===== src/rtl/full_adder_reg.sv =====
// Registered ripple-carry adder built from per-bit full-adder cells.
// sum, cout and ovf are captured one cycle after a valid operand set; out_valid marks fresh results.
module full_adder_reg #(
    parameter int unsigned WIDTH = 1
) (
    input  logic             clk,
    input  logic             rst_n,
    input  logic             in_valid,
    input  logic [WIDTH-1:0] a,
    input  logic [WIDTH-1:0] b,
    input  logic             cin,
    output logic [WIDTH-1:0] sum,
    output logic             cout,
    output logic             ovf,
    output logic             out_valid
);

    logic [WIDTH-1:0] sum_raw_c;
    logic             cout_raw_c;
    logic             carry_msb_c;

    logic [WIDTH-1:0] sum_d,   sum_q;
    logic             cout_d,  cout_q;
    logic             ovf_d,   ovf_q;
    logic             valid_d, valid_q;

    // Ripple carry chain; carry_msb_c ends up as the carry into the top cell.
    always_comb begin : carry_chain
        logic carry;
        carry       = cin;
        carry_msb_c = cin;
        sum_raw_c   = '0;
        for (int unsigned i = 0; i < WIDTH; i++) begin
            carry_msb_c  = carry;
            sum_raw_c[i] = a[i] ^ b[i] ^ carry;
            carry        = (a[i] & b[i]) | (carry & (a[i] ^ b[i]));
        end
        cout_raw_c = carry;
    end

    // Capture only on valid input; otherwise hold results and drop the valid flag.
    always_comb begin
        sum_d   = sum_q;
        cout_d  = cout_q;
        ovf_d   = ovf_q;
        valid_d = 1'b0;
        if (in_valid) begin
            sum_d   = sum_raw_c;
            cout_d  = cout_raw_c;
            ovf_d   = carry_msb_c ^ cout_raw_c;
            valid_d = 1'b1;
        end
    end

    always_ff @(posedge clk or negedge rst_n) begin
        if (!rst_n) begin
            sum_q   <= '0;
            cout_q  <= 1'b0;
            ovf_q   <= 1'b0;
            valid_q <= 1'b0;
        end else begin
            sum_q   <= sum_d;
            cout_q  <= cout_d;
            ovf_q   <= ovf_d;
            valid_q <= valid_d;
        end
    end

    assign sum       = sum_q;
    assign cout      = cout_q;
    assign ovf       = ovf_q;
    assign out_valid = valid_q;

endmodule


===== config.mk =====
export PLATFORM = sky130hd
export DESIGN_NAME = full_adder_reg
export DESIGN_NICKNAME = d
export VERILOG_FILES = /design/src/rtl/full_adder_reg.sv
export SDC_FILE = /design/constraint.sdc
export NUM_CORES = 1
export LEC_CHECK = 0
export CAP_MARGIN = 20
export CORE_AREA = 3 3 40 42
export CTS_BUF_LIST = sky130_fd_sc_hd__clkbuf_8
export DETAILED_ROUTE_END_ITERATION = 16
export DIE_AREA = 0 0 43 45
export HOLD_SLACK_MARGIN = 0.12
export SYNTH_ARGS = -nofsm -noshare
export SYNTH_HDL_FRONTEND = slang
export SYNTH_SLANG_ARGS = --single-unit

===== constraint.sdc =====
create_clock -name clk -period 0.8 [get_ports clk]
set_clock_uncertainty 0.1 [all_clocks]
set_input_delay 0.2 -clock clk [delete_from_list [all_inputs] [get_ports clk]]
set_output_delay 0.2 -clock clk [all_outputs]
set_load 0.01 [all_outputs]

==> results.txt <==
The required time of the critical path is 0.50 ns. The layout has 136 filler cells. The height of the die is 45 um. After synthesis, the netlist uses 6 different library cells. The count of nets left with antenna violations once routing finished came out at 0. The later pin in the worst-skew pair is clocked with a latency of 0.22 ns. STA classifies the critical path endpoint as an output pin. The chip width came out at 43 um.

For this design the static power due to leakage is 0.1580 nW. The flow ran to the end, but the final reports show violations. Input and output buffers added on the ports amount to 9. The shortest clock period the worst path allows after layout came out at 1.028 ns. The worst setup path is launched from a register. The highest achievable clock rate is 972.3 MHz.

Setup repair after global routing could not meet its margin everywhere. Yosys attributes the largest share of cell area to sky130_fd_sc_hd__dfrtp_1 63%, sky130_fd_sc_hd__mux2_2 14%, sky130_fd_sc_hd__fa_1 13%. The critical path goes through buf_2.

The number of nets produced by synthesis is 17. TritonCTS built the clock tree. In this run the standard cell core region covers 1285 um2. The critical path buffer and inverter count came out at 1. The routed wire length per instance is 12.08 um. Of all nets on the critical path, the largest fanout is 2. The average vias per placed instance came out at 3.500.

In this run the core area contains 13 standard-cell rows. The max-capacitance violation count is 0. The wire length of the first global-routing pass is 717 um. The sum of routed wire length over all layers came out at 483 um.

The kind of cell with the highest combined delay on the critical path is flip-flops. The final worst setup slack came out at -0.2285 ns. The number of warning messages in the yosys log came out at 0. The maximum number of pins on one net before global-route repair is 6.

The final reports fail on setup timing. The worst setup path is of the register to output pin kind. The cell with the largest stage delay on the worst path is sky130_fd_sc_hd__dfrtp_1. The worst-case headroom to the max-slew limit is 0.8289.

The portion of synthesized cell area occupied by the leading cell type came out at 0.6250. The post-synthesis cell type with the largest combined area is sky130_fd_sc_hd__dfrtp_1. The first-pass iteration count of the detailed router is 1. The worst slack at placement is -0.8715 ns. The initial cell density of the core came out at 0.1246.

CTS placed an instance of sky130_fd_sc_hd__clkbuf_8 at the clock tree root. The number of antenna violations at the first check in global routing came to 0. The number of clock sinks seen by CTS came out at 4. The data arrival time of the critical path came out at 0.73 ns. The remaining design rule violation count came out at 0. The power density normalized to cell area is 2511 nW/um2. The number of buffers added by the clock tree synthesis step came out at 3. The final count of pins violating max slew was 0. The leftover overflow at the end of global routing is 0.

The proportion of layout cells with a drive suffix above 1 came out at 0.7200. The part of the Yosys area used for sequential elements is 0.6250. The type of the tightest min-delay check is primary input to asynchronous set/reset pin. The final RePlAce weighted congestion came out at 0.6471.

The area enclosed by the die boundary came out at 1935 um2. The via count of the first global-routing pass is 193. Clock-pin slew was measured on the worst setup and hold paths at 0.03 ns.

On the worst path, the slowest cell contributes a delay of 0.37 ns. The number of I/O pins came out at 10. The average size of a mapped cell is 16.02 um2.

Counting flops and latches in the post-synthesis netlist gives 4. The maximum buffer depth of the clock tree came out at 2. The number of hold violations in the final report is 0. The synthesis-to-finish area growth is 107.8%.

The cell count after placement came out at 35. The count of non-filler cells in the finished layout came out at 40. For this run, the total global-route usage over all layers was measured as 0.06182. The transition time of the tightest slew-check pin is 0.2566 ns. The number of failing setup endpoints in the final timing report came out at 7. The initial DRC count is 0. The total via count after detailed routing is 140.

The final net count came out at 34. The synthesized instance count is 10. The number of antenna diodes is 0. After synthesis the cells add up to 160.2 um2. Of the available clock period, the critical path in the final layout requires 1.286.

The maximum vdd ir drop came out at 572.1 uV. Leaving out fill and tap cells, the most frequent cells in the layout are 4 x sky130_fd_sc_hd__dfrtp_1, 4 x sky130_fd_sc_hd__buf_4, 4 x sky130_fd_sc_hd__buf_2. The level count of the clock H-tree is 1. Detailed placement ended at an HPWL of 316 um.
-- per-stage QoR --
| step | power [mW] | setup TNS [ns] | hold slack [ns] | utilization | instance area [um2] |
|---|---|---|---|---|---|
| 2_1_floorplan | 0.2944 | -0.7556 | -0.1956 | - | 166.4 |
| 3_3_place_gp | 0.3930 | -3.812 | 0.3036 | 0.2201 | 282.8 |
| 3_5_place_dp | 0.4033 | -3.946 | 0.3120 | 0.2201 | 282.8 |
| 4_1_cts | 0.8289 | -1.404 | 0.08720 | 0.2434 | 312.8 |
| 5_1_grt | 0.8700 | -1.505 | 0.1139 | 0.2590 | 332.8 |
| 6_report | 0.8359 | -1.379 | 0.08784 | 0.2590 | 332.8 |
-- cells in the mapped netlist, drive strengths merged --
cell   n
dfrtp  4
fa     1
a21oi  1
mux2   2
nor2   1
xnor2  1
-- cell families (layout without fill, tap and decap cells) --
family,Yosys count,after routing,synth area share
AOI/OAI and AO/OA,1,1,0.03122
xor gates and xnor gates,1,1,0.05470
adders and majority gates,1,1,0.1250
buffers and inverters,0,15,0
DFF,4,4,0.6250
muxes,2,2,0.1406
and+or+nand+nor,1,1,0.02342
-- area by class of cell --
class | instances | area [um2] | area share
clock buffer | 3 | 41.29 | 0.1241
timing repair buffer | 12 | 91.34 | 0.2744
multi-input combinational | 6 | 81.33 | 0.2444
tap | 15 | 18.77 | 0.05639
sequential | 4 | 100.1 | 0.3008
-- flip-flops by register name, indices dropped and copies added (netlist names) --
name	count
ovf	1
out_valid	1
sum	1
cout	1
-- per-layer routing --
metal | wire length [um] | vias to the layer above | track usage
met1 | 150 | 64 | 0.04136
met5 | 0 | - | 0
met2 | 243 | 11 | 0.1018
met3 | 72 | 2 | 0.04382
met4 | 17 | 0 | 0.07229
li1 | - | 63 | -
-- worst reg2reg max path, delay by kind of cell (launching register included) --
kind / cells / cell delay (ns)
flops: 1 / 0.36
buf+inv: 1 / 0.13
mux: 1 / 0.26
-- power by group --
part	internal (mW)	total (mW)	switching [mW]
Sequential	0.230	0.241	0.0114
Clock	0.320	0.420	0.100
Combinational	0.106	0.174	0.0680
-- path summary, 6_finish.rpt --
| path | from | end | slack (ns) | cells after the start |
|---|---|---|---|---|
| max | ovf$_DFFE_PN0P_ | ovf | -0.23 | 1 |
| min | rst_n | sum$_DFFE_PN0P_ | 0.09 | 1 |
| max reg2reg | cout$_DFFE_PN0P_ | cout$_DFFE_PN0P_ | -0.17 | 2 |
| min reg2reg | sum$_DFFE_PN0P_ | sum$_DFFE_PN0P_ | 0.49 | 2 |
| max in group asynchronous | rst_n | out_valid$_DFF_PN0_ | 0.35 | 1 |
| min in group clk | cin | ovf$_DFFE_PN0P_ | 0.20 | 3 |
-- timing repair --
item	CTS	global route
setup buffers	2	0
endpoints found under the setup margin	7	7
gates cloned	0	0
endpoints found under the hold margin	4	4
resized for setup	31	4
pin swaps	1	1
(Power assumes the default switching activity.)
==> edit, RTL diff (config.mk and constraints unchanged) <==
Make the reset (`rst_n`) synchronous in one clocked block.
--- a/src/rtl/full_adder_reg.sv
+++ b/src/rtl/full_adder_reg.sv
@@ -54,3 +54,3 @@
 
-    always_ff @(posedge clk or negedge rst_n) begin
+    always_ff @(posedge clk) begin
         if (!rst_n) begin
Formal check against the unedited RTL: differs if rst_n is asserted again (counterexample within 4 cycles, from zero or initial values and one cycle with rst_n low); with rst_n held inactive, the same outputs for 10 cycles.
==> edit against the unedited design <==
- the flow still finishes with violations (setup timing)
- setup slack improved by 0.065 ns
- design area rose by 4.1%
- sequential cell count unchanged
- area after synthesis fell by 0.78%
- sequential share of layout area down 5.9 points
- synthesized cell count is 30% higher
- routed wire length shrank 11%
- cell count is 10% higher
- register-to-register slack improved by 0.10 ns
- sequential power fell by 5%
- maximum frequency rose by 6.7%
- non-clock buffer count rose by 1
- power fell by 7.1%
- critical endpoint is now sum
==> edit: results (changes against the unedited design) <==
Setup TNS - -0.9262 ns (was -1.379 ns)
Worst path max stage delay - 0.54 ns (was 0.37 ns)
Max_slew headroom - 0.8691 (was 0.8289)
Mux cell area share after synthesis - 0.1260 (was 0.1406)
Port Buf Inserts - 9 (unchanged)
Total track usage - 0.06172 (was 0.06182)
Final GP Congestion - 0.6649 (was 0.6471)
FF-to-FF Start - ovf (was cout)
Crit path max-delay family - adder cells (was flip-flops)
Routed len/inst - 9.818 um (was 12.08 um)
Non-Filler Instances - 44 (was 40)
XOR/XNOR Fraction of Synth Area - 0.05512 (was 0.05469)
Sw Ratio - 0.1992 (was 0.2147)
Crit Path Max Fanout - 1 (was 2)
Fraction of layout cells with a size suffix above 1 - 0.6897 (was 0.7200)
Leakage - 0.1611 nW (was 0.1580 nW)
Area post-placement - 277.8 sq um (was 282.8 sq um)
DR vias/cell - 3.432 (was 3.500)
Mapped Nets - 20 (was 17)
Final WS setup - -0.1640 ns (was -0.2285 ns)
VDD IR max - 0.0009705 V (was 0.0005721 V)
Ant. Diodes - 0 (unchanged)
Hold EP - out_valid
Adder-cell share of the synthesized area - 0.1260 (was 0.1250)
Slowest stage cell, crit path - fa_2 (was dfrtp_1)
Fill count - 135 (was 136)
Dpl cells - 38 (was 35)
Crit path from - a (was ovf)
CP Capture Point - sum (was ovf)
Reg2Reg Setup Slack - -0.07 ns (was -0.17 ns)
Area contributors post-synth - dfxtp_1 (50%), fa_1 (13%), mux2i_1 (13%) (was dfrtp_1 (63%), mux2_2 (14%), fa_1 (13%))
Status - finished with violations (unchanged)
FF-to-FF End - ovf (was cout)
Vias in the first global route - 179 (was 193)
Design area - 346.6 sq um (was 332.8 sq um)
Mean Syn Cell Area - 12.22 sq um (was 16.02 sq um)
# Post-CTS Setup Buffers - 3 (was 2)
Setup WS pre-CTS - -0.7513 ns (was -0.8715 ns)
# setup viols final - 7 (unchanged)
Unique masters post-synth - 8 (was 6)
Crit path DAT - 1.01 ns (was 0.73 ns)
Cells on worst reg2reg path - 3 (was 2)
Post-CTS sizing - 38 (was 31)
Post-synthesis compound-gate area fraction - 0.06299 (was 0.03125)
Post-synthesis sequential area ratio - 0.5039 (was 0.6250)
Worst hold path type - in2reg (was in2async)
Async set-or-reset flop fraction in the synthesized netlist - 0 (was 1.000)
Failing checks - setup timing (unchanged)
-- edit: cell types whose count changed in the layout (fill, tap and decap cells not counted), moves of 2 or more --
cell,delta
buf_2,-2
buf_6,+3
dfrtp_1,-4
dfxtp_2,+3
mux2_4,-2
mux2i_1,+2
nor2b_1,+2
-- edit: power groups by stage --
stage	clock (mW)	sequential [mW]	combinational (mW)
2_1_floorplan	0	0.233	0.0318
3_3_place_gp	0	0.225	0.108
3_5_place_dp	0	0.227	0.111
4_1_cts	0.427	0.228	0.125
5_1_grt	0.449	0.231	0.138
6_report	0.421	0.229	0.126
-- edit: final cells by class --
type,count,share of cell area
multi-input combinational,9,0.2563
tap,15,0.05415
clock buffer,3,0.1191
sequential,4,0.2419
timing repair buffer,13,0.3285
-- edit: routing by layer --
layer / global-route usage / routed length, um
met5: 0 / 0
met4: 0.05422 / 10
met3: 0.06375 / 66
met2: 0.07784 / 172
met1: 0.05569 / 182
